<file path="config.mk">
export PLATFORM = sky130hd
export DESIGN_NAME = gfx_axil_cmd_regs
export DESIGN_NICKNAME = d
export VERILOG_FILES = /design/src/rtl/gfx_regs_pkg.sv /design/src/rtl/gfx_cmd_fifo.sv /design/src/rtl/gfx_axil_cmd_regs.sv
export SDC_FILE = /design/constraint.sdc
export NUM_CORES = 1
export LEC_CHECK = 0
export ABC_AREA = 1
export CAP_MARGIN = 15
export CORE_ASPECT_RATIO = 0.75
export CORE_MARGIN = 10
export CORE_UTILIZATION = 45
export CTS_CLUSTER_SIZE = 16
export DETAILED_ROUTE_END_ITERATION = 10
export PLACE_DENSITY_LB_ADDON = 0.2
export SLEW_MARGIN = 20
export SYNTH_ARGS = -nofsm -noshare
export SYNTH_HDL_FRONTEND = slang
export SYNTH_SLANG_ARGS = --single-unit
</file>
<file path="constraint.sdc">
create_clock -name aclk -period 7.42 [get_ports aclk]
set_input_delay 0.742 -clock aclk [delete_from_list [all_inputs] [get_ports aclk]]
set_output_delay 0.742 -clock aclk [all_outputs]
set_load 0.005 [all_outputs]
</file>
<file path="src/rtl/gfx_regs_pkg.sv">
// Shared definitions for the graphics AXI-Lite command register block:
// register offsets, bit positions, response codes and channel states.
package gfx_regs_pkg;

   localparam logic [1:0] REG_CTRL    = 2'd0;
   localparam logic [1:0] REG_STATUS  = 2'd1;
   localparam logic [1:0] REG_SCRATCH = 2'd2;
   localparam logic [1:0] REG_CMD     = 2'd3;

   localparam int CTRL_EN  = 0;
   localparam int CTRL_CLR = 1;

   localparam int ST_EMPTY   = 0;
   localparam int ST_FULL    = 1;
   localparam int ST_OVF     = 2;
   localparam int ST_CNT_LSB = 8;

   localparam logic [1:0] RESP_OKAY   = 2'b00;
   localparam logic [1:0] RESP_SLVERR = 2'b10;

   typedef enum logic [1:0] {
      W_IDLE,
      W_HAVE_AW,
      W_HAVE_W,
      W_RESP
   } wr_state_e;

   typedef enum logic {
      R_IDLE,
      R_RESP
   } rd_state_e;

endpackage

</file>
<file path="src/rtl/gfx_cmd_fifo.sv">
// Command FIFO between the register bus and the graphics core.
// Registered count, head word presented straight from the array.
module gfx_cmd_fifo #(
   parameter int CMD_W   = 10,
   parameter int FIFO_AW = 3
) (
   input  logic               clk_i,
   input  logic               rst_ni,
   input  logic               push_i,
   input  logic [CMD_W-1:0]   data_i,
   input  logic               pop_i,
   input  logic               clr_i,
   output logic [CMD_W-1:0]   head_o,
   output logic               full_o,
   output logic               empty_o,
   output logic [FIFO_AW:0]   count_o
);

   localparam int DEPTH = 1 << FIFO_AW;
   localparam logic [FIFO_AW-1:0] PTR_ONE  = (FIFO_AW)'(1);
   localparam logic [FIFO_AW:0]   CNT_ONE  = (FIFO_AW+1)'(1);
   localparam logic [FIFO_AW:0]   CNT_FULL = (FIFO_AW+1)'(DEPTH);

   logic [CMD_W-1:0]   mem_q [DEPTH];
   logic [FIFO_AW-1:0] wptr_q, wptr_d;
   logic [FIFO_AW-1:0] rptr_q, rptr_d;
   logic [FIFO_AW:0]   count_q, count_d;
   logic               do_push, do_pop;

   assign empty_o = (count_q == '0);
   assign full_o  = (count_q == CNT_FULL);
   assign count_o = count_q;
   assign head_o  = mem_q[rptr_q];

   // A pop frees the slot in the same cycle, so a full FIFO can still take a push.
   assign do_pop  = pop_i && !empty_o;
   assign do_push = push_i && (!full_o || do_pop);

   always_comb begin
      wptr_d  = wptr_q;
      rptr_d  = rptr_q;
      count_d = count_q;
      if (clr_i) begin
         wptr_d  = '0;
         rptr_d  = '0;
         count_d = '0;
      end else begin
         if (do_push) wptr_d = wptr_q + PTR_ONE;
         if (do_pop)  rptr_d = rptr_q + PTR_ONE;
         case ({do_push, do_pop})
            2'b10:   count_d = count_q + CNT_ONE;
            2'b01:   count_d = count_q - CNT_ONE;
            default: count_d = count_q;
         endcase
      end
   end

   always_ff @(posedge clk_i or negedge rst_ni) begin
      if (!rst_ni) begin
         wptr_q  <= '0;
         rptr_q  <= '0;
         count_q <= '0;
      end else begin
         wptr_q  <= wptr_d;
         rptr_q  <= rptr_d;
         count_q <= count_d;
      end
   end

   always_ff @(posedge clk_i) begin
      if (do_push && !clr_i) mem_q[wptr_q] <= data_i;
   end

endmodule

</file>
<file path="src/rtl/gfx_axil_cmd_regs.sv">
// AXI4-Lite responder for the graphics IP: CTRL/STATUS/SCRATCH registers
// plus a CMD push port feeding a valid/ready command stream to the core.
module gfx_axil_cmd_regs
   import gfx_regs_pkg::*;
#(
   parameter int ADDR_W  = 4,
   parameter int CMD_W   = 10,
   parameter int FIFO_AW = 3
) (
   input  logic              aclk,
   input  logic              aresetn,
   input  logic [ADDR_W-1:0] s_axi_awaddr,
   input  logic              s_axi_awvalid,
   output logic              s_axi_awready,
   input  logic [31:0]       s_axi_wdata,
   input  logic [3:0]        s_axi_wstrb,
   input  logic              s_axi_wvalid,
   output logic              s_axi_wready,
   output logic [1:0]        s_axi_bresp,
   output logic              s_axi_bvalid,
   input  logic              s_axi_bready,
   input  logic [ADDR_W-1:0] s_axi_araddr,
   input  logic              s_axi_arvalid,
   output logic              s_axi_arready,
   output logic [31:0]       s_axi_rdata,
   output logic [1:0]        s_axi_rresp,
   output logic              s_axi_rvalid,
   input  logic              s_axi_rready,
   output logic [CMD_W-1:0]  cmd_data,
   output logic              cmd_valid,
   input  logic              cmd_ready
);

   wr_state_e wst_q, wst_d;
   rd_state_e rst_q, rst_d;

   logic        live_q;
   logic [1:0]  awsel_q;
   logic [31:0] wdata_q;
   logic [3:0]  wstrb_q;
   logic        en_q, en_d;
   logic        ovf_q, ovf_d;
   logic [31:0] scratch_q, scratch_d;
   logic [1:0]  bresp_q, bresp_d;
   logic [31:0] rdata_q, rdata_d;

   logic        aw_hs, w_hs, ar_hs, commit;
   logic [1:0]  c_sel;
   logic [31:0] c_data;
   logic [3:0]  c_strb;
   logic [31:0] status;

   logic               f_push, f_pop, f_clr;
   logic               f_full, f_empty;
   logic [FIFO_AW:0]   f_count;
   logic [CMD_W-1:0]   f_head;

   logic unused_addr_lsb;
   assign unused_addr_lsb = ^{s_axi_awaddr[1:0], s_axi_araddr[1:0]};

   // Readies stay low while in reset and for the first cycle out of it.
   assign s_axi_awready = live_q && (wst_q == W_IDLE || wst_q == W_HAVE_W);
   assign s_axi_wready  = live_q && (wst_q == W_IDLE || wst_q == W_HAVE_AW);
   assign s_axi_bvalid  = (wst_q == W_RESP);
   assign s_axi_bresp   = bresp_q;
   assign s_axi_arready = live_q && (rst_q == R_IDLE);
   assign s_axi_rvalid  = (rst_q == R_RESP);
   assign s_axi_rdata   = rdata_q;
   assign s_axi_rresp   = RESP_OKAY;

   assign aw_hs = s_axi_awvalid && s_axi_awready;
   assign w_hs  = s_axi_wvalid && s_axi_wready;
   assign ar_hs = s_axi_arvalid && s_axi_arready;

   assign c_sel  = aw_hs ? s_axi_awaddr[3:2] : awsel_q;
   assign c_data = w_hs ? s_axi_wdata : wdata_q;
   assign c_strb = w_hs ? s_axi_wstrb : wstrb_q;

   assign cmd_valid = en_q && !f_empty;
   assign cmd_data  = f_head;
   assign f_pop     = cmd_valid && cmd_ready;

   always_comb begin
      status = '0;
      status[ST_EMPTY] = f_empty;
      status[ST_FULL]  = f_full;
      status[ST_OVF]   = ovf_q;
      status[ST_CNT_LSB +: FIFO_AW+1] = f_count;
   end

   always_comb begin
      wst_d  = wst_q;
      commit = 1'b0;
      unique case (wst_q)
         W_IDLE: begin
            if (aw_hs && w_hs) begin
               wst_d  = W_RESP;
               commit = 1'b1;
            end else if (aw_hs) begin
               wst_d = W_HAVE_AW;
            end else if (w_hs) begin
               wst_d = W_HAVE_W;
            end
         end
         W_HAVE_AW: begin
            if (w_hs) begin
               wst_d  = W_RESP;
               commit = 1'b1;
            end
         end
         W_HAVE_W: begin
            if (aw_hs) begin
               wst_d  = W_RESP;
               commit = 1'b1;
            end
         end
         W_RESP: begin
            if (s_axi_bready) wst_d = W_IDLE;
         end
         default: wst_d = W_IDLE;
      endcase
   end

   always_comb begin
      en_d      = en_q;
      ovf_d     = ovf_q;
      scratch_d = scratch_q;
      bresp_d   = bresp_q;
      f_push    = 1'b0;
      f_clr     = 1'b0;
      if (commit) begin
         bresp_d = RESP_OKAY;
         unique case (c_sel)
            REG_CTRL: begin
               en_d  = c_data[CTRL_EN];
               f_clr = c_data[CTRL_CLR];
            end
            REG_STATUS: begin
               if (c_data[ST_OVF]) ovf_d = 1'b0;
            end
            REG_SCRATCH: begin
               for (int b = 0; b < 4; b++)
                  if (c_strb[b]) scratch_d[8*b +: 8] = c_data[8*b +: 8];
            end
            REG_CMD: begin
               if (f_full && !f_pop) begin
                  ovf_d   = 1'b1;
                  bresp_d = RESP_SLVERR;
               end else begin
                  f_push = 1'b1;
               end
            end
            default: bresp_d = RESP_OKAY;
         endcase
      end
   end

   always_comb begin
      rst_d   = rst_q;
      rdata_d = rdata_q;
      unique case (rst_q)
         R_IDLE: begin
            if (ar_hs) begin
               rst_d   = R_RESP;
               rdata_d = '0;
               unique case (s_axi_araddr[3:2])
                  REG_CTRL:    rdata_d[CTRL_EN] = en_q;
                  REG_STATUS:  rdata_d = status;
                  REG_SCRATCH: rdata_d = scratch_q;
                  default:     rdata_d = '0;
               endcase
            end
         end
         R_RESP: begin
            if (s_axi_rready) rst_d = R_IDLE;
         end
         default: rst_d = R_IDLE;
      endcase
   end

   always_ff @(posedge aclk or negedge aresetn) begin
      if (!aresetn) begin
         wst_q     <= W_IDLE;
         rst_q     <= R_IDLE;
         live_q    <= 1'b0;
         awsel_q   <= '0;
         wdata_q   <= '0;
         wstrb_q   <= '0;
         en_q      <= 1'b0;
         ovf_q     <= 1'b0;
         scratch_q <= '0;
         bresp_q   <= RESP_OKAY;
         rdata_q   <= '0;
      end else begin
         wst_q     <= wst_d;
         rst_q     <= rst_d;
         live_q    <= 1'b1;
         if (aw_hs) awsel_q <= s_axi_awaddr[3:2];
         if (w_hs) begin
            wdata_q <= s_axi_wdata;
            wstrb_q <= s_axi_wstrb;
         end
         en_q      <= en_d;
         ovf_q     <= ovf_d;
         scratch_q <= scratch_d;
         bresp_q   <= bresp_d;
         rdata_q   <= rdata_d;
      end
   end

   gfx_cmd_fifo #(
      .CMD_W   (CMD_W),
      .FIFO_AW (FIFO_AW)
   ) u_fifo (
      .clk_i   (aclk),
      .rst_ni  (aresetn),
      .push_i  (f_push),
      .data_i  (c_data[CMD_W-1:0]),
      .pop_i   (f_pop),
      .clr_i   (f_clr),
      .head_o  (f_head),
      .full_o  (f_full),
      .empty_o (f_empty),
      .count_o (f_count)
   );

endmodule
</file>
# [Word level (Yosys, flattened, before mapping)]
# Memories as Yosys holds them, arrays and structs flattened.
# Index checks and enable logic that the tools add are counted.
# Widths: inputs -> output; s select.
[op_classes] addsub=4 multipliers=0 n_div=0 magnitude_cmp=0 n_eq_ne=17 n_shift=0 n_mux=37 bitwise=1 reduce_logical=36
[ops] operator="$pmux 31 s2" n=1
[ops] operator="$mux 32" n=1
[ops] operator="$mux 2" n=9
[ops] operator="$mux 1" n=14
[ops] operator="$logic_and 1x1->1" n=13
[ops] operator="$eq 2x2->1 const B" n=6
[ops] operator="$mux 3" n=4
[ops] operator="$reduce_and 3->1" n=4
[ops] operator="$eq 2x1->1 const B" n=4
[ops] operator="$mux 4" n=2
[ops] operator="$ne 2x2->1 const B" n=4
[ops] operator="$pmux 2 s4" n=1
[ops] operator="$pmux 4 s2" n=1
[ops] operator="$reduce_and 4->1" n=2
[ops] operator="$add 3x1->3 const B" n=2
[ops] operator="$logic_not 2->1" n=3
[ops] operator="$pmux 1 s3" n=2
[ops] operator="$reduce_bool 2->1" n=3
[ops] operator="$add 4x1->4 const B" n=1
[ops] operator="$eq 4x4->1 const B" n=1
[ops] operator="$logic_not 1->1" n=4
[ops] operator="$logic_not 4->1" n=1
[ops] operator="$ne 4x3->1 const B" n=1
[ops] operator="$pmux 1 s2" n=2
[ops] operator="other kinds (6)" n=9
[totals] reg_bits=120 latch_bits=0 ram_bits=80 rom_bits=0 in_bits=52 output_inout_bits=52 mem_count=1
[memory_table] memory="u_fifo.mem_q" depth=8 word_bits=10 read_ports=1 rd_ports_with_merged_regs=0 wr=1 line_no="gfx_cmd_fifo.sv:24" text="logic [CMD_W-1:0] mem_q [DEPTH];"

# [Logic depth before layout (Yosys ltp)]
# Gate-level depths: netlist of the first run.
[logic_depth] depth_word=13 depth_mapped=18 mapped_depth_nobuf=18

# [Hierarchy]
# A second synthesis of the first run with hierarchy kept.
[hier_totals] hier_cells=850 area_unflattened_um2=8594.5
[by_module_without_submodules] module="gfx_axil_cmd_regs" n_inst=1 cells_each=544 area_per_inst_um2=4765.8 seq_area_each_um2=2727.6
[by_module_without_submodules] module="gfx_cmd_fifo" n_inst=1 cells_each=306 area_per_inst_um2=3828.7 seq_area_each_um2=2652.5

# [Least setup slack after synthesis of the first run]
# Ideal clock, no wire load.
[synth_path] path_kind="register to register" startpoint="register wst_q[0]" endpoint="memory u_fifo.mem_q[6][0] (enable)" arrival_time_ps=2323 required_time_ps=7030 setup_slack_ps=4707 path_stages_with_launch=13 path_buffers=0 cell_sequence="dfrtp_1 inv_1 ha_1 inv_2 nand2_1 nand3_2 nand2_1 nand2_1 nor2_2 nand2_1 nor2_2 nand2_1 nor3_1"
[synth_between] elab_chain_cells=12
[synth_rtl] item="start, declared" line_no="gfx_axil_cmd_regs.sv:34" text="wr_state_e wst_q, wst_d;"
[synth_rtl] item="start signal, assigned" line_no="gfx_axil_cmd_regs.sv:195" text="wst_q <= wst_d;"
[synth_rtl] item="$eq 2x2->1 (tied with other cells)" line_no="gfx_axil_cmd_regs.sv:62, gfx_axil_cmd_regs.sv:94"
[synth_rtl] item="$logic_or 1x1->1 (on tied branches)" line_no="gfx_axil_cmd_regs.sv:62, gfx_axil_cmd_regs.sv:63"
[synth_rtl] item="$logic_and 1x1->1 (on tied branches)" line_no="gfx_axil_cmd_regs.sv:62, gfx_axil_cmd_regs.sv:63"
[synth_rtl] item="$logic_and 1x1->1 (on tied branches)" line_no="gfx_axil_cmd_regs.sv:71, gfx_axil_cmd_regs.sv:72"
[synth_rtl] item="$mux 2 or $logic_and 1x1->1 (tied branches)" line_no="gfx_axil_cmd_regs.sv:75, gfx_axil_cmd_regs.sv:96"
[synth_rtl] item="$eq 2x2->1 (tied with other cells)" line_no="gfx_axil_cmd_regs.sv:133" text="unique case (c_sel)"
[synth_rtl] item="$mux 1 or $pmux 1 s3 (tied branches)" line_no="gfx_axil_cmd_regs.sv:133, gfx_axil_cmd_regs.sv:94"
[synth_rtl] item="$mux 1" line_no="gfx_axil_cmd_regs.sv:131" text="if (commit) begin"
[synth_rtl] item="$logic_and 1x1->1 or $logic_not 1->1 (tied branches)" line_no="gfx_cmd_fifo.sv:37, gfx_cmd_fifo.sv:71"
[synth_rtl] item="$logic_and 1x1->1 (*)" line_no="gfx_cmd_fifo.sv:71" text="if (do_push && !clr_i) mem_q[wptr_q] <= data_i;"
[synth_rtl] item="$mux 1 (*)" line_no="gfx_cmd_fifo.sv:71"
[synth_rtl] item="$mux 1 (implied by the code) (*)" line_no="gfx_cmd_fifo.sv:71"
[synth_rtl] item="end, declared" line_no="gfx_cmd_fifo.sv:24"
# Every way passes the cells marked *; elsewhere a longest branch is shown, timed or not.

# [Worst setup path after layout of the first run]
[layout_path] startpoint="register u_fifo.rptr_q[1]" endpoint="output port cmd_data[5]"
[layout_between] elab_chain_cells=1
[layout_rtl] item="start, declared" line_no="gfx_cmd_fifo.sv:26" text="logic [FIFO_AW-1:0] rptr_q, rptr_d;"
[layout_rtl] item="start signal, assigned" line_no="gfx_cmd_fifo.sv:65" text="rptr_q <= rptr_d;"
[layout_rtl] item="$mem_v2 8x10"
[layout_rtl] item="end, declared" line_no="gfx_axil_cmd_regs.sv:29" text="output logic [CMD_W-1:0] cmd_data,"
# No other way between the ends.

==> results.sh, run 1 <==
export IMPL_r2r_start="wst_q[0]"
export IMPL_initialDrtViolationCount=438
export IMPL_num_antenna_cells=0
export IMPL_core_um2=17900
export IMPL_hold_class="in2async"
export IMPL_postCtsHoldBufs=0
export IMPL_fin_crit_sh=0.514
export IMPL_start_util=0.464
export IMPL_arrival_ns=3.07
export IMPL_io_pin_count=104
export IMPL_final_setup_viol_count=0
export IMPL_ys_types=36
export IMPL_drive_above_1_share=0.0741
export IMPL_post_cts_setup_buffer_count=0
export IMPL_yosys_warnings=0
export IMPL_vias=5782
export IMPL_synth_top_area_share=0.360
export IMPL_maxCapViolations=0
export IMPL_grt_antenna_before_repair=0
export IMPL_start_kind="register"
export IMPL_io_buffers=96
export IMPL_critPathMaxStageDelay_ns=0.72
export IMPL_cts_resized=0
export IMPL_hpwl_um=12000
export IMPL_run_status="completed"
export IMPL_netlist_area_um2=8280
export IMPL_irDropWorstVdd_mv=0.161
export IMPL_final_setup_skew_ns=0.0153
export IMPL_p_leak_nw=4.28
export IMPL_dieArea_um2=24300
export IMPL_grt_ovfl_total=0
export IMPL_fin_area_um2=10100
export IMPL_reg2regPathDepth=12
export IMPL_wirelength_um=18200
export IMPL_synth_top_cell_by_area="dfrtp_1"
export IMPL_wl_per_cell_um=15.7
export IMPL_tightest_slew_ns=1.07
export IMPL_report_final_slew_viol_count=0
export IMPL_synth_cells=820
export IMPL_finalSetupTns_ns=0
export IMPL_critPathBufInv=2
export IMPL_grt_max_degree=70
export IMPL_cp_top_family="buffers and inverters"
export IMPL_crit_fanout=23
export IMPL_fmax_mhz=262
export IMPL_num_rows=42
export IMPL_power_density_nw_per_um2=360
export IMPL_synth_seq_cells=199
export IMPL_drc=0
export IMPL_cts_sinks=199
export IMPL_clk_latency_ns=0.44
export IMPL_cts_max_path_buffers=2
export IMPL_end_kind="output port"
export IMPL_whs_ns=0.326
export IMPL_placed_area_um2=9430
export IMPL_routabilityCongestion=0.807
export IMPL_worstReg2RegEnd="u_fifo.mem_q[2][8]"
export IMPL_crit_type="reg2out"
export IMPL_syn_area_per_cell_um2=10.1
export IMPL_fin_nets=969
export IMPL_clkTransAtPathRegs_ns=0.08
export IMPL_grt_pass1_wl_um=30100
export IMPL_rsz0062_at_grt="false"
export IMPL_final_cells=1160
export IMPL_ant_nets=0
export IMPL_cp_cell_sequence="inv_1, o21ai_0, o22ai_1, nor2_1, a31oi_1, clkdlybuf4s50_1"
export IMPL_dp_cells=1128
export IMPL_cp_slowest_cell="dfrtp_1"
export IMPL_cts_tree="built"
export IMPL_grt_pass1_vias=5775
export IMPL_grt_use_total=0.156
export IMPL_dr_pass1_iters=5
export IMPL_fin_crit_ns=3.82
export IMPL_cts_root_buffer="clkbuf_16"
export IMPL_fp_dieH_um=137
export IMPL_crit_required_ns=6.68
export IMPL_htreeDepth=4
export IMPL_die_w_um=177
export IMPL_ff2ff_setup_slack_ns=4.29
export IMPL_hold_violations=0
export IMPL_viasPerCell=4.98
export IMPL_syn2layout_area_growth_pct=21.4
export IMPL_cts_made_buffers=17
export IMPL_netlist_top_cells_area="dfrtp_1 (36%), edfxtp_1 (29%), nand2_1 (10%)"
export IMPL_slew_headroom=0.284
export IMPL_synth_seq_area_share=0.650
area by class of cell:
cell class                      instances  area (um^2)
Timing Repair Buffer                  102         1000
Multi-Input combinational cell        535         2560
Tap cell                              242          303
Fill cell                            1582         7810
Clock inverter                         15          196
Sequential cell                       199         5380
Inverter                               50          188
Clock buffer                           17          425
layout by cell type (no fill, tap or decap), types with 10 or more instances in the layout:
cell type and instances:
dfrtp_1 119, nand3_1 15, o22ai_1 14, nand2_1 220, inv_2 10, ha_1 11
edfxtp_1 80, clkdlybuf4s50_1 95, nor2_1 108, inv_1 39, o21ai_0 81, a31oi_1 37
clkbuf_16 17
layer usage:
metal / vias up / routed length (um) / global-route usage
li1: 2913 / - / -
met1: 2742 / 8770 / 0.215
met2: 114 / 8230 / 0.238
met3: 13 / 1030 / 0.0446
met4: 0 / 138 / 0.0401
met5: - / 0 / 0
synthesized netlist by cell type:
| cell type | instances |
|---|---|
| inv_2 | 10 |
| nor2_2 | 2 |
| inv_1 | 39 |
| nor3_1 | 4 |
| a21oi_4 | 4 |
| buf_2 | 1 |
| clkbuf_1 | 26 |
| o211ai_1 | 1 |
| nor2_4 | 1 |
| buf_4 | 5 |
| mux2_2 | 1 |
| o21ai_0 | 81 |
| a21oi_1 | 7 |
| clkinv_1 | 1 |
| a21oi_2 | 1 |
| nor2_8 | 1 |
| dfrtp_1 | 119 |
| xor2_1 | 3 |
| nor2_1 | 108 |
| nand4_1 | 4 |
| o22ai_1 | 14 |
| nand2_2 | 2 |
| o2bb2ai_1 | 1 |
| nand3_1 | 15 |
| nand3_2 | 2 |
| nand2_1 | 221 |
| a31oi_1 | 37 |
| xnor2_1 | 1 |
| nand2_4 | 1 |
| conb_1 | 2 |
| mux2i_1 | 1 |
| ha_1 | 12 |
| edfxtp_1 | 80 |
| o21ai_1 | 6 |
| buf_6 | 2 |
| buf_1 | 4 |
worst reg2reg max path, cell delays in order, from the launching register on:
cell	delay, ns
dfrtp_1	0.42
inv_1	0.12
ha_1	0.17
inv_2	0.05
nand2_1	0.13
nand3_2	0.13
nand2_1	0.10
nand2_2	0.10
nor2_2	0.11
nand2_1	0.19
nor2_2	0.24
nand2_1	0.17
nor2_1	0.84
per-stage QoR:
stage	worst slack, ns	util	power (W)
floorplan	4.71	-	0.00229
global placement	3.87	0.528	0.00269
detailed placement	3.82	0.528	0.00272
CTS	3.61	0.563	0.00366
global route	3.40	0.563	0.00388
finish	3.60	0.563	0.00362
power breakdown:
part,switching [W],internal [W],total (W),leakage (nW)
clock network,0.000476,0.000466,0.000942,0.302
registers,0.000124,0.00145,0.00158,2.25
logic,0.000669,0.000437,0.00111,1.73
total,0.00127,0.00235,0.00362,4.28
flip-flops by register name, summed over array words and instances, names as in the netlist, 2 cells and up:
name,cells
u_fifo.wptr_q,3
u_fifo.rptr_q,3
s_axi_rdata,32
u_fifo.count_o,4
u_fifo.mem_q,80
scratch_q,32
wstrb_q,4
wdata_q,32
awsel_q,2
wst_q,2
worst max-delay path by stage:
stage | start | cells past startpoint | to | slack (ns)
2_1_floorplan | wst_q[0] | 12 | u_fifo.mem_q[6][0] | 4.71
3_3_place_gp | s_axi_awvalid | 9 | u_fifo.mem_q[2][7] | 3.87
3_5_place_dp | s_axi_awvalid | 9 | u_fifo.mem_q[2][7] | 3.82
4_1_cts | u_fifo.rptr_q[1] | 6 | cmd_data[6] | 3.61
5_1_grt | u_fifo.rptr_q[1] | 6 | cmd_data[6] | 3.40
6_report | u_fifo.rptr_q[1] | 6 | cmd_data[5] | 3.60
kinds of logic after synthesis:
logic type               synth area share
flip-flops                          0.650
AND/OR/NAND/NOR                     0.174
other                            0.000907
buffers and inverters              0.0441
multiplexers                      0.00257
adder cells (fa/ha/maj)            0.0181
AO/OA/AOI/OAI                       0.106
XOR/XNOR                          0.00423
No activity file was read; power rests on OpenSTA's default activity.
==> inputs of run 2 (changes only) <==
==> constraint.sdc (replaced) <==
create_clock -name aclk -period 3.1 [get_ports aclk]
set_input_delay 0.31 -clock aclk [delete_from_list [all_inputs] [get_ports aclk]]
set_output_delay 0.31 -clock aclk [all_outputs]
set_load 0.005 [all_outputs]
==> run 2 against run 1 <==
Non-clock buffer count increased by 15. Utilization increased by 0.31 points. Worst setup slack got worse by 3.2 ns. Combinational power increased by 150%. Clock power increased by 120%. Critical path depth unchanged. Flip-flop and latch count unchanged.
==> results.sh, run 2 (synthesized netlist as in run 1, its figures left out) <==
export IMPL_run_status="completed"
export IMPL_dp_slack_ns=0.399
export IMPL_cts_root_buffer="clkbuf_16"
export IMPL_wirelength_um=18600
export IMPL_crit_fanout=21
export IMPL_start_kind="register"
export IMPL_final_cells=1175
export IMPL_finalSetupTns_ns=0
export IMPL_p_leak_nw=4.34
export IMPL_report_final_slew_viol_count=0
export IMPL_fmax_mhz=366
export IMPL_die_w_um=177
export IMPL_grt_antenna_before_repair=0
export IMPL_power_density_nw_per_um2=846
export IMPL_final_setup_skew_ns=0.0124
export IMPL_fin_crit_ns=2.73
export IMPL_vias=5810
export IMPL_fin_nets=984
export IMPL_irDropWorstVdd_mv=0.291
export IMPL_grt_pass1_wl_um=30300
export IMPL_start_util=0.464
export IMPL_startpoint="u_fifo.rptr_q[0]"
export IMPL_arrival_ns=2.42
export IMPL_clk_latency_ns=0.43
export IMPL_hold_class="in2async"
export IMPL_largest_register_ffs=80
export IMPL_viasPerCell=4.94
export IMPL_hpwl_um=12700
export IMPL_ant_nets=0
export IMPL_grt_max_degree=78
export IMPL_post_cts_setup_buffer_count=0
export IMPL_final_cell_mix="nand2_1 (220), dfrtp_1 (118), nor2_1 (108)"
export IMPL_htreeDepth=4
export IMPL_clkTransAtPathRegs_ns=0.07
export IMPL_regArea_um2=5380
export IMPL_final_common_cell="nand2_1"
export IMPL_grt_ovfl_total=0
export IMPL_routabilityCongestion=0.816
export IMPL_multi_input_area_um2=2550
export IMPL_regMostFlops="u_fifo.mem_q"
export IMPL_io_buffers=96
export IMPL_r2r_start="wst_q[1]"
export IMPL_nFillCells=1581
export IMPL_drive_above_1_share=0.0857
export IMPL_cts_sinks=199
export IMPL_fp_dieH_um=137
export IMPL_crit_type="reg2out"
export IMPL_tightest_slew_ns=0.715
export IMPL_grt_pass1_vias=5751
export IMPL_crit_required_ns=2.79
export IMPL_initialDrtViolationCount=471
export IMPL_reg2regPathDepth=13
export IMPL_cts_tree="built"
export IMPL_io_pin_count=104
export IMPL_end_kind="output port"
export IMPL_num_antenna_cells=0
export IMPL_final_setup_viol_count=0
export IMPL_cts_made_buffers=17
export IMPL_setup_ws_ns=0.366
export IMPL_core_um2=17900
export IMPL_syn2layout_area_growth_pct=22.1
export IMPL_rsz0062_at_grt="false"
export IMPL_num_rows=42
export IMPL_dr_pass1_iters=5
export IMPL_cts_max_path_buffers=2
export IMPL_wl_per_cell_um=15.8
export IMPL_dp_cells=1142
export IMPL_maxCapViolations=0
export IMPL_hold_violations=0
export IMPL_slew_headroom=0.522
export IMPL_grt_use_total=0.158
export IMPL_drc=0
export IMPL_dieArea_um2=24300
export IMPL_fin_crit_sh=0.882
==> run 2: changes by cell type in the layout (fill, tap and decap cells not counted), sizes merged <==
cell / delta
dlygate4sd3: +1
clkinvlp: +1
clkinv: +1
buf: +14
inv: -2
==> run 2: worst paths after layout <==
check | end | slack (ns)
worst max-delay path | cmd_data[7] | 0.37
worst min-delay path | wst_q[0] | 0.41
worst max register to register | u_fifo.mem_q[4][8] | 0.41
worst min register to register | wdata_q[19] | 0.48
max in group asynchronous | wdata_q[3] | 1.90
min in group aclk | wdata_q[20] | 0.43
==> run 2: stage by stage <==
step | power [W] | hold WS, ns | instance area (um^2) | utilization
CTS | 0.00863 | 0.417 | 10100 | 0.566
finish | 0.00856 | 0.410 | 10100 | 0.566
floorplan | 0.00547 | 0.0144 | 8290 | -
global route | 0.00916 | 0.436 | 10100 | 0.566
global placement | 0.00650 | 0.349 | 9550 | 0.535
detailed placement | 0.00657 | 0.343 | 9550 | 0.535
==> run 2: final cells by class <==
class,count,area share
Sequential cell,199,0.532
Multi-Input combinational cell,535,0.252
Timing Repair Buffer,117,0.113
Clock buffer,17,0.0421
Tap cell,242,0.0300
Inverter,50,0.0186
Clock inverter,15,0.0121
==> run 2: critical path, stage by stage, from the launching register on <==
cell	delay, ns
dfrtp_2	0.55
buf_4	0.31
o21ai_0	0.13
o22ai_1	0.21
nor2_1	0.06
a31oi_1	0.19
clkdlybuf4s50_1	0.53
==> run 2: report_power, final <==
group | leakage (nW) | switching [W] | internal (W)
sequential | 2.25 | 0.000286 | 0.00348
clock | 0.275 | 0.00102 | 0.00105
combinational | 1.81 | 0.00163 | 0.00109
total | 4.34 | 0.00294 | 0.00562
==> run 2: routing by layer <==
metal,share of wire,wire [um],track usage
met5,0,0,0
met4,0.0076,142,0.0382
met3,0.060,1120,0.0476
met2,0.46,8550,0.253
met1,0.47,8760,0.209
==> run 2: what timing repair did <==
action,in CTS,in global routing
hold buffers,1,0
hold endpoints to repair,42,0
setup endpoints to repair,0,3
gates resized for setup,0,1
==> inputs of run 3 (changes only) <==
--- a/config.mk
+++ b/config.mk
@@ -12,7 +12,9 @@
 export CORE_UTILIZATION = 45
 export CTS_CLUSTER_SIZE = 16
 export DETAILED_ROUTE_END_ITERATION = 10
+export GPL_TIMING_DRIVEN = 0
 export PLACE_DENSITY_LB_ADDON = 0.2
+export SETUP_SLACK_MARGIN = 0.4
 export SLEW_MARGIN = 20
 export SYNTH_ARGS = -nofsm -noshare
 export SYNTH_HDL_FRONTEND = slang
==> run 3 against run 2 <==
Flip-flop and latch count unchanged. First-iteration DRC count rose by 19%. Critical path type unchanged. Design area grew 4.5%.
==> results.sh, run 3 (synthesized netlist as in run 1, its figures left out) <==
export IMPL_tightest_slew_ns=0.631
export IMPL_critPathBufInv=4
export IMPL_ant_nets=0
export IMPL_slew_headroom=0.579
export IMPL_wirelength_um=20300
export IMPL_dieArea_um2=24300
export IMPL_clk_latency_ns=0.44
export IMPL_run_status="completed"
export IMPL_drc=0
export IMPL_syn2layout_area_growth_pct=27.6
export IMPL_final_setup_skew_ns=0.0101
export IMPL_hold_class="in2async"
export IMPL_cts_made_buffers=17
export IMPL_hold_violations=0
export IMPL_grt_ovfl_total=0
export IMPL_report_final_slew_viol_count=0
export IMPL_cp_top_family="buffers and inverters"
export IMPL_regMostFlops="u_fifo.mem_q"
export IMPL_cts_sinks=199
export IMPL_cp_slowest_cell="clkdlybuf4s50_1"
export IMPL_io_pin_count=104
export IMPL_viasPerCell=5.08
export IMPL_end_kind="output port"
export IMPL_wl_per_cell_um=16.8
export IMPL_cpMostUsedCell="nor2_1"
export IMPL_cp_cell_sequence="clkbuf_2, inv_2, clkbuf_8, nor2_1, o22ai_1, nor2_1, a31oi_1, clkdlybuf4s50_1"
export IMPL_hpwl_um=14100
export IMPL_gr_max_usage_layer="met2"
export IMPL_initialDrtViolationCount=562
export IMPL_num_rows=42
export IMPL_start_util=0.464
export IMPL_core_um2=17900
export IMPL_fin_crit_sh=0.828
export IMPL_fin_crit_ns=2.57
export IMPL_p_leak_nw=4.58
export IMPL_vias=6134
export IMPL_htreeDepth=4
export IMPL_start_kind="register"
export IMPL_rsz0062_at_grt="false"
export IMPL_final_cells=1207
export IMPL_postLayoutCoreUtil=0.591
export IMPL_grt_pass1_wl_um=32300
export IMPL_dr_pass1_iters=5
export IMPL_fp_dieH_um=137
export IMPL_use_met3=0.0498
export IMPL_met1_usage=0.237
export IMPL_drive_above_1_share=0.112
export IMPL_num_antenna_cells=0
export IMPL_cts_max_path_buffers=2
export IMPL_nFillCells=1528
export IMPL_clkTransAtPathRegs_ns=0.08
export IMPL_dp_cells=1161
export IMPL_crit_fanout=10
export IMPL_grt_pass1_vias=5946
export IMPL_arrival_ns=2.26
export IMPL_grt_antenna_before_repair=0
export IMPL_grt_use_total=0.171
export IMPL_io_buffers=96
export IMPL_power_density_nw_per_um2=846
export IMPL_routabilityCongestion=0.800
export IMPL_largest_register_ffs=80
export IMPL_die_w_um=177
export IMPL_maxCapViolations=0
export IMPL_fmax_mhz=389
export IMPL_final_setup_viol_count=0
export IMPL_cts_tree="built"
export IMPL_power_total_w=0.00894
export IMPL_final_cell_mix="nand2_1 (217), dfrtp_1 (119), nor2_1 (102)"
export IMPL_irDropWorstVdd_mv=0.408
export IMPL_final_common_cell="nand2_1"
export IMPL_crit_required_ns=2.79
export IMPL_use_met2=0.261
export IMPL_fin_nets=1016
export IMPL_grt_max_degree=69
export IMPL_cts_root_buffer="clkbuf_16"
export IMPL_crit_type="reg2out"
export IMPL_critPathMaxStageDelay_ns=0.53
-- run 3: cell count changes in the layout (fill, tap and decap cells not counted), sizes merged --
cell,previous run,this run
clkdlybuf4s50,95,88
buf,21,27
clkinv,9,5
inv,55,59
dlymetal6s2s,0,7
clkinvlp,1,0
clkbuf,17,44
-- run 3: through the flow --
stage | worst slack [ns] | TNS [ns] | cell area (um^2) | hold slack, ns
floorplan | 0.666 | 0 | 8300 | 0.0144
global placement | -3.00 | -355.04 | 9560 | 0.457
detailed placement | -0.0390 | -0.716 | 9590 | 0.354
CTS | 0.314 | 0 | 10500 | 0.400
global route | 0.390 | 0 | 10600 | 0.425
finish | 0.533 | 0 | 10600 | 0.415
-- run 3: layer usage --
metal / vias up / wire (um)
met5: - / 0
met4: 0 / 137
met3: 10 / 1300
met2: 159 / 9440
met1: 2961 / 9450
li1: 3004 / -
-- run 3: path summary, 6_finish.rpt --
check	from	endpoint	slack, ns	cells after the start
worst min-delay path	aresetn	wdata_q[19]	0.42	2
worst min register to register	wdata_q[29]	wdata_q[29]	0.48	2
max in group asynchronous	aresetn	u_fifo.rptr_q[0]	1.98	3
worst max-delay path	u_fifo.rptr_q[0]	cmd_data[8]	0.53	8
worst max register to register	wst_q[0]	u_fifo.mem_q[7][3]	0.61	13
min in group aclk	s_axi_rready	s_axi_rvalid	0.42	2
-- run 3: area by class of cell --
cell class              count  area [um^2]  share of cell area
well taps                 242          303              0.0287
plain buffers              38          221              0.0210
clock inverters            14          145              0.0137
repair buffers            111         1210               0.115
inverters                  50          188              0.0178
flip-flops and latches    199         5380               0.509
clock buffers              18          450              0.0426
multi-input cells         535         2660               0.252
-- run 3: repair_timing --
action / in CTS / in global routing
hold buffers: 1 / 0
gates cloned: 0 / 0
endpoints found under the setup margin: 90 / 112
resized for setup: 30 / 29
buffers inserted: 11 / 2
endpoints found under the hold margin: 67 / 0
pin swaps: 7 / 6
-- run 3: power by group --
part	internal, W	switching, W	leakage, nW
sequential	0.00348	0.000274	2.25
combinational	0.00115	0.00181	2.03
clock	0.00113	0.00109	0.297
total	0.00575	0.00318	4.58
